**src/rtl/hex_scroll_ctrl.sv**
```systemverilog
// Scrolls a 6-digit window across the 8 nibbles of a 32-bit word on the HEX0..HEX5 displays.
// The window advances once every to_speed_export millisecond ticks.
module hex_scroll_ctrl #(
    parameter int TICK_DIV = 50000
) (
    input  logic        clk_clk,
    input  logic        reset_reset,
    input  logic [31:0] to_hex_export,
    input  logic [9:0]  to_speed_export,
    input  logic        enable,
    output logic [6:0]  hex0,
    output logic [6:0]  hex1,
    output logic [6:0]  hex2,
    output logic [6:0]  hex3,
    output logic [6:0]  hex4,
    output logic [6:0]  hex5,
    output logic [2:0]  offset,
    output logic        step_pulse,
    output logic        busy
);

    localparam int TW = (TICK_DIV > 1) ? $clog2(TICK_DIV) : 1;
    localparam logic [TW-1:0] TICK_MAX = TW'(TICK_DIV - 1);

    typedef enum logic [1:0] {
        HOLD = 2'd0,
        RUN  = 2'd1,
        LOAD = 2'd2
    } state_t;

    state_t         r_state;
    state_t         w_nextState;
    logic [31:0]    r_dataLat;
    logic [2:0]     r_offset;
    logic [9:0]     r_speedLat;
    logic [9:0]     r_stepCnt;
    logic [TW-1:0]  r_tickCnt;
    logic           r_stepPulse;
    logic [6:0]     r_hex [6];
    logic [2:0]     w_digitIdx [6];

    logic w_go;
    logic w_change;
    logic w_tick;
    logic w_stepDue;
    logic w_step;
    logic w_latchSpeed;

    function automatic logic [6:0] segDecode(input logic [3:0] nib);
        case (nib)
            4'h0: segDecode = 7'h40;
            4'h1: segDecode = 7'h79;
            4'h2: segDecode = 7'h24;
            4'h3: segDecode = 7'h30;
            4'h4: segDecode = 7'h19;
            4'h5: segDecode = 7'h12;
            4'h6: segDecode = 7'h02;
            4'h7: segDecode = 7'h78;
            4'h8: segDecode = 7'h00;
            4'h9: segDecode = 7'h10;
            4'hA: segDecode = 7'h08;
            4'hB: segDecode = 7'h03;
            4'hC: segDecode = 7'h46;
            4'hD: segDecode = 7'h21;
            4'hE: segDecode = 7'h06;
            default: segDecode = 7'h0E;
        endcase
    endfunction

    // A new display word always wins: it preempts both a due step and a drop to HOLD.
    always_comb begin
        w_go         = enable && (to_speed_export != 10'd0);
        w_change     = (r_state != LOAD) && (to_hex_export != r_dataLat);
        w_tick       = (r_state == RUN) && (r_tickCnt == TICK_MAX);
        w_stepDue    = w_tick && (r_stepCnt == r_speedLat - 10'd1);
        w_nextState  = r_state;
        w_latchSpeed = 1'b0;
        w_step       = 1'b0;
        case (r_state)
            HOLD: begin
                if (w_change) begin
                    w_nextState = LOAD;
                end else if (w_go) begin
                    w_nextState  = RUN;
                    w_latchSpeed = 1'b1;
                end
            end
            RUN: begin
                if (w_change) begin
                    w_nextState = LOAD;
                end else if (!w_go) begin
                    w_nextState = HOLD;
                end else if (w_stepDue) begin
                    w_step       = 1'b1;
                    w_latchSpeed = 1'b1;
                end
            end
            LOAD: begin
                if (w_go) begin
                    w_nextState  = RUN;
                    w_latchSpeed = 1'b1;
                end else begin
                    w_nextState = HOLD;
                end
            end
            default: w_nextState = HOLD;
        endcase
    end

    always_comb begin
        for (int k = 0; k < 6; k++) begin
            w_digitIdx[k] = r_offset + 3'(k);
        end
    end

    always_ff @(posedge clk_clk) begin
        if (reset_reset) begin
            r_state     <= HOLD;
            r_dataLat   <= 32'd0;
            r_offset    <= 3'd0;
            r_speedLat  <= 10'd0;
            r_stepCnt   <= 10'd0;
            r_tickCnt   <= '0;
            r_stepPulse <= 1'b0;
            for (int k = 0; k < 6; k++) begin
                r_hex[k] <= 7'h7F;
            end
        end else begin
            r_state     <= w_nextState;
            r_stepPulse <= w_step;
            if (w_latchSpeed) begin
                r_speedLat <= to_speed_export;
            end
            // Prescaler and step counter only run in RUN; elsewhere they sit at zero.
            if (r_state == RUN) begin
                r_tickCnt <= w_tick ? '0 : r_tickCnt + 1'b1;
                if (w_tick) begin
                    r_stepCnt <= w_stepDue ? 10'd0 : r_stepCnt + 10'd1;
                end
            end else begin
                r_tickCnt <= '0;
                r_stepCnt <= 10'd0;
            end
            if (r_state == LOAD) begin
                r_dataLat <= to_hex_export;
                r_offset  <= 3'd0;
            end else if (w_step) begin
                r_offset <= r_offset + 3'd1;
            end
            for (int k = 0; k < 6; k++) begin
                r_hex[k] <= segDecode(r_dataLat[{w_digitIdx[k], 2'b00} +: 4]);
            end
        end
    end

    assign hex0       = r_hex[0];
    assign hex1       = r_hex[1];
    assign hex2       = r_hex[2];
    assign hex3       = r_hex[3];
    assign hex4       = r_hex[4];
    assign hex5       = r_hex[5];
    assign offset     = r_offset;
    assign step_pulse = r_stepPulse;
    assign busy       = (r_state == RUN);

endmodule
```
**config.mk**
```make
export PLATFORM = sky130hd
export DESIGN_NAME = hex_scroll_ctrl
export DESIGN_NICKNAME = d
export VERILOG_FILES = /design/src/rtl/hex_scroll_ctrl.sv
export SDC_FILE = /design/constraint.sdc
export NUM_CORES = 1
export LEC_CHECK = 0
export CAP_MARGIN = 15
export CORE_MARGIN = 3
export CORE_UTILIZATION = 40
export CTS_CLUSTER_SIZE = 25
export DETAILED_ROUTE_END_ITERATION = 10
export SYNTH_ARGS = -nofsm -noshare
export SYNTH_HDL_FRONTEND = slang
export SYNTH_SLANG_ARGS = --single-unit
```
**constraint.sdc**
```tcl
create_clock -name clk_clk -period 8.59 [get_ports clk_clk]
set_input_delay 2.577 -clock clk_clk [delete_from_list [all_inputs] [get_ports clk_clk]]
set_output_delay 2.577 -clock clk_clk [all_outputs]
set_load 0.02 [all_outputs]
```
Yosys cells after proc, flatten, opt, wreduce, memory -nomap -nowiden
Memory sizes are Yosys's and may differ from the RTL's.
Cells that the tools add are included.
{ "totals": {"regBits": 74, "mem_bits_rw": 42, "mem_bits_ro": 672, "input_bits": 45, "output_inout_bits": 47, "wordCells": 82, "n_memories": 7} }
{ "op_classes": {"n_addsub": 8, "eq_ne": 8, "shift": 6, "mux": 29, "bitwise_logic": 7, "reduce_logical": 10} }
{ "memory_table": {"columns": ["name", "depth", "width", "read_ports", "rd_clocked_by_memory_dff", "wr", "line", "text"], "rows": [
  ["(no name shown)", 16, 7, 1, 0, 0, "50", "case (nib)"],
  ["(no name shown)", 16, 7, 1, 0, 0, "50", null],
  ["(no name shown)", 16, 7, 1, 0, 0, "50", null],
  ["(no name shown)", 16, 7, 1, 0, 0, "50", null],
  ["(no name shown)", 16, 7, 1, 0, 0, "50", null],
  ["(no name shown)", 16, 7, 1, 0, 0, "50", null],
  ["1 more memories", null, null, null, null, null, null, null]
]} }
{ "op_table": {"columns": ["operator", "n"], "rows": [
  ["variable part select 32 x 6 -> 4 bit", 6],
  ["2-to-1 mux 7 bit", 12],
  ["inequality test 32 bit", 1],
  ["adder 16 x 1 -> 16 bit (second input constant)", 1],
  ["equality test 16 bit (second input constant)", 1],
  ["adder 10 x 1 -> 10 bit (second input constant)", 1],
  ["equality test 10 bit", 1],
  ["2-to-1 mux 1 bit", 10],
  ["2-to-1 mux 10 bit", 1],
  ["nonzero test 10 bit", 1],
  ["subtractor 10 x 1 -> 10 bit (second input constant)", 1],
  ["2-to-1 mux 2 bit", 4],
  ["adder 3 x 2 -> 3 bit (second input constant)", 2],
  ["adder 3 bit (second input constant)", 2],
  ["bitwise OR 1 bit", 6],
  ["case mux 2 bit (3 select lines)", 1],
  ["logical AND 1 bit", 4],
  ["OR reduction 2 bit", 2],
  ["adder 3 x 1 -> 3 bit (second input constant)", 1],
  ["inequality test 3 x 2 -> 1 bit (second input constant)", 1],
  ["inequality test 3 bit (second input constant)", 1],
  ["case mux 1 bit (3 select lines)", 1],
  ["OR reduction 3 bit", 1],
  ["equality test 2 x 1 -> 1 bit (second input constant)", 1],
  ["other kinds (5)", 5]
]} }

Depth between registers and ports, before layout
{ "depth": {"word_depth": 7, "depth_mapped": 14, "mapped_depth_nobuf": 10} }

Worst setup path after synthesis
OpenSTA, ideal clock, no wires.
{ "synth_path": {"path_kind": "in2reg", "start": "input to_hex_export[15]", "end": "register r_offset[0], in the netlist offset[0]", "setup_time_ns": 0.115, "arrival_ns": 4.074, "required_time_ns": 8.475, "setup_slack_ns": 4.402, "path_stages": 7, "path_buffers": 0, "cell_sequence": "xnor2_1 -> nand4_1 -> nor4_1 -> nand2_1 -> nor4_1 -> a21oi_1 -> o21a_1"} }
{ "synth_via": {"elab_chain_len": 4} }
{ "synth_lines": {"columns": ["element", "line", "text"], "rows": [
  ["start, declared", "8", "input logic [31:0] to_hex_export,"],
  ["inequality test 32 bit", "73", "w_change = (r_state != LOAD) && (to_hex_export != r_dataLat);"],
  ["logical AND 1 bit", "73", null],
  ["2-to-1 mux 1 bit", "89", "if (w_change) begin"],
  ["2-to-1 mux 1 bit", "79", "case (r_state)"],
  ["end signal, assigned", "148", "r_offset <= r_offset + 3'd1;"],
  ["end, declared", "34", "logic [2:0] r_offset;"]
]} }
No other way between the ends.
A chain may end at the register's enable or synchronous reset.

Worst setup path after layout
{ "layout_path": {"start": "input to_hex_export[25]", "end": "register r_offset[1], in the netlist offset[1]"} }
Same word-level chain as after synthesis.

==> summary.txt <==
Timing
  • Fin Clk Skew: around 8.2 ps
  • Setup TNS: 0 ps
  • Worst-margin pin slew: between 1000 and 1500 ps
  • Worst hold margin: 450.9 ps
  • Slew HR: 26.68%
  • Final hold violations: 0
  • Setup violation total in the final timing report: 0
  • Final Cycle Share: 56.40%
  • Fin crit period: between 4000 and 5000 ps
  • FMAX: ~210 MHz
  • Final Max Tran Viols: 0
  • Setup WS post-layout: between 3000 and 4000 ps
  • Unrepaired setup endpoints after global routing: no

Worst setup path
  • Delay-heaviest family, CP: simple AND/OR/NAND/NOR gates
  • Crit-path most repeated cell: nor4_1
  • Crit path buf inv count: 1
  • Crit. End Element: flop
  • Arrival @ worst endpoint: about 5200 ps
  • Slowest CP cell: nor4_1
  • Crit Path Category: in2reg
  • Worst path cell trace: clkdlybuf4s50_1, xnor2_1, nand4_1, nor4_1, nand2_1, nor4_1, a21oi_1, o21a_1
  • Delay of the slowest critical-path stage: between 700 and 800 ps
  • Worst setup SP type: primary input
  • WP data required: 8910 ps
  • Critical Path Fanout Max: 7

Layout
  • FILL cells: 1,484
  • Total Nets Final: 926
  • # diodes: 0
  • Reg area: 2322 um2
  • Multi-input logic area: roughly 4400 um2
  • Layout area overhead: 23.18%
  • Fraction of layout cells with a size suffix above 1: between 10% and 20%

Logic synthesis
  • Mapped cell area: approximately 7000 um2
  • Average size of a mapped cell: ~9.2 um2
  • EDFF count, synth: 0
  • Cells after Synth: roughly 770
  • Prevailing post-synth register cell: dfxtp_1
  • Most frequent cells after synthesis: 127 x nand2_1, 116 x dfxtp_1, 54 x nor2_1, 49 x xnor2_1, 43 x a21oi_1
  • Most frequent cell after synthesis: nand2_1
  • Area leader, netlist: dfxtp_1
  • Top cell type's share of synthesized area: between 30% and 40%
  • Syn_nets: 852
  • Synth top area cells: dfxtp_1 33%, mux4_2 10%, ha_1 7.3%
  • Netlist cell types: 60
  • Sequential fraction of the synthesis area: about a third
  • Yosys warning total: 0
  • FFs w/ async S/R, synth: 0%
  • FF+latch count, synth: 116

Clock tree
  • Hold Buf Count CTS: 0
  • # resized after CTS: 0
  • Clock root buffer: clkbuf_16
  • H-Tree Level Count: 4
  • Setup Buffers After CTS: 0
  • Clk slew on worst S/H paths: about 60 ps
  • Clock Sinks: 116
  • Clk buf depth: 2
  • Clock latency on the worst-skew pair: ~420 ps
  • TritonCTS buffer count: 17
  • CTS tree: done

Floorplanning
  • Die width: 138.5 um
  • Top-Level Pins: 92
  • Die area: ~19,000 um2
  • FP Rows: 47
  • Starting Density: between 40% and 50%
  • Core Area: ~17,000 um2
  • Die height: 138.5 um

GRT
  • First-pass GRT wire length: about 30,000 um
  • Largest net degree at the start of global routing: 54
  • Grt ovf: 0
  • Initial antenna violation count: 0
  • Number of global-route vias before repair: 5,781
  • GRT Total Usage: 18.53%

Place
  • Post-DP HPWL: 13,110 um
  • GPL Wtd Cong: around 0.83
  • Placement Setup Slack: between 3000 and 4000 ps
  • Port Buffers: 91

Status
  • Status: finished, final reports clean

Pwr
  • Maximum vdd drop: around 140 uV
  • Pwr Total: around 1600 uW
  • Pwr dens: about 180 nW/um2
  • Leakage: ~0.0033 uW

Route
  • Final ANT Viol Nets: 0
  • Drt drc: 0
  • DR iter-0 viols: 378
  • Drt total wl: between 15,000 and 20,000 um
  • WL per Instance: ~16 um
  • DRT Pass-1 Iters: 5
  • DR vias: around 5,900
  • Vias per Instance: between 5 and 6

Min path
  • HP Class: reg2reg

Run
  • Max-cap check violation count: 0
per-stage QoR:
stage	std cells	cell area (um2)	util [%]
after global placement	1041	8063	47.77
after global routing	1073	8656	51.29
final	1073	8656	51.29
after floorplan	766	7027	-
after detailed placement	1041	8063	47.77
after CTS	1073	8656	51.29
kinds of logic (layout without fill, tap and decap cells):
kind of cell / Yosys count / after routing / share of synthesized area [%]
buffers and inverters: 67 / 154 / 3.917
and+or+nand+nor: 269 / 269 / 18.22
adders and majority gates: 41 / 41 / 7.301
xor gates and xnor gates: 68 / 68 / 8.583
muxes: 76 / 76 / 16.72
AOI/OAI and AO/OA: 129 / 129 / 12.22
DFF: 116 / 116 / 33.05
placed cells by master (no fill, tap or decap), types with 4 or more instances in the layout:
cell,count
a21oi_1,43
a221o_1,5
a22o_1,10
a31oi_1,5
and3_1,7
clkbuf_16,17
clkdlybuf4s50_1,90
clkinvlp_4,6
dfxtp_1,116
ha_1,41
inv_1,26
mux2_2,11
mux2i_1,33
mux4_2,32
nand2_1,127
nand2b_1,5
nand3_1,16
nand4_1,16
nor2_1,53
nor3_1,8
nor3b_1,4
nor4_1,7
o21ai_0,21
o221ai_1,12
o22ai_1,6
o311ai_0,5
xnor2_1,49
xor2_1,18
registers in the layout, indices dropped and copies added (netlist names):
signal      cells
r_speedLat     10
r_dataLat      32
r_tickCnt      16
r_stepCnt      10
r_state         2
r_hex          42
step_pulse      1
offset          3
path summary, 6_finish.rpt:
path                                     end               from  cells past startpoint  slack, ps
worst max register to register   r_hex[3][5]          offset[1]                     10       4490
worst max-delay path               offset[1]  to_hex_export[25]                      8       3750
worst min register to register  r_tickCnt[0]       r_tickCnt[0]                      1        450
worst min-delay path            r_tickCnt[0]       r_tickCnt[0]                      1        450
power by group:
group | internal, uW | switching, uW
sequential | 569 | 27.2
clock | 436 | 267
combinational | 124 | 133
final cells by class:
class,instances,area share (%)
Multi-Input combinational cell,583,51.20
Sequential cell,116,26.83
Timing Repair Buffer,94,10.73
Clock buffer,18,5.074
Tap cell,220,3.180
Clock inverter,14,1.778
Inverter,28,1.214
metal layers:
| layer | global-route usage (%) | routed length (um) | vias up |
|---|---|---|---|
| li1 | - | - | 2879 |
| met1 | 25.84 | 8333 | 2842 |
| met2 | 28.83 | 8104 | 198 |
| met3 | 3.448 | 936 | 25 |
| met4 | 6.708 | 315 | 0 |
| met5 | 0 | 0 | - |
Power figures use the tool's default switching activity.
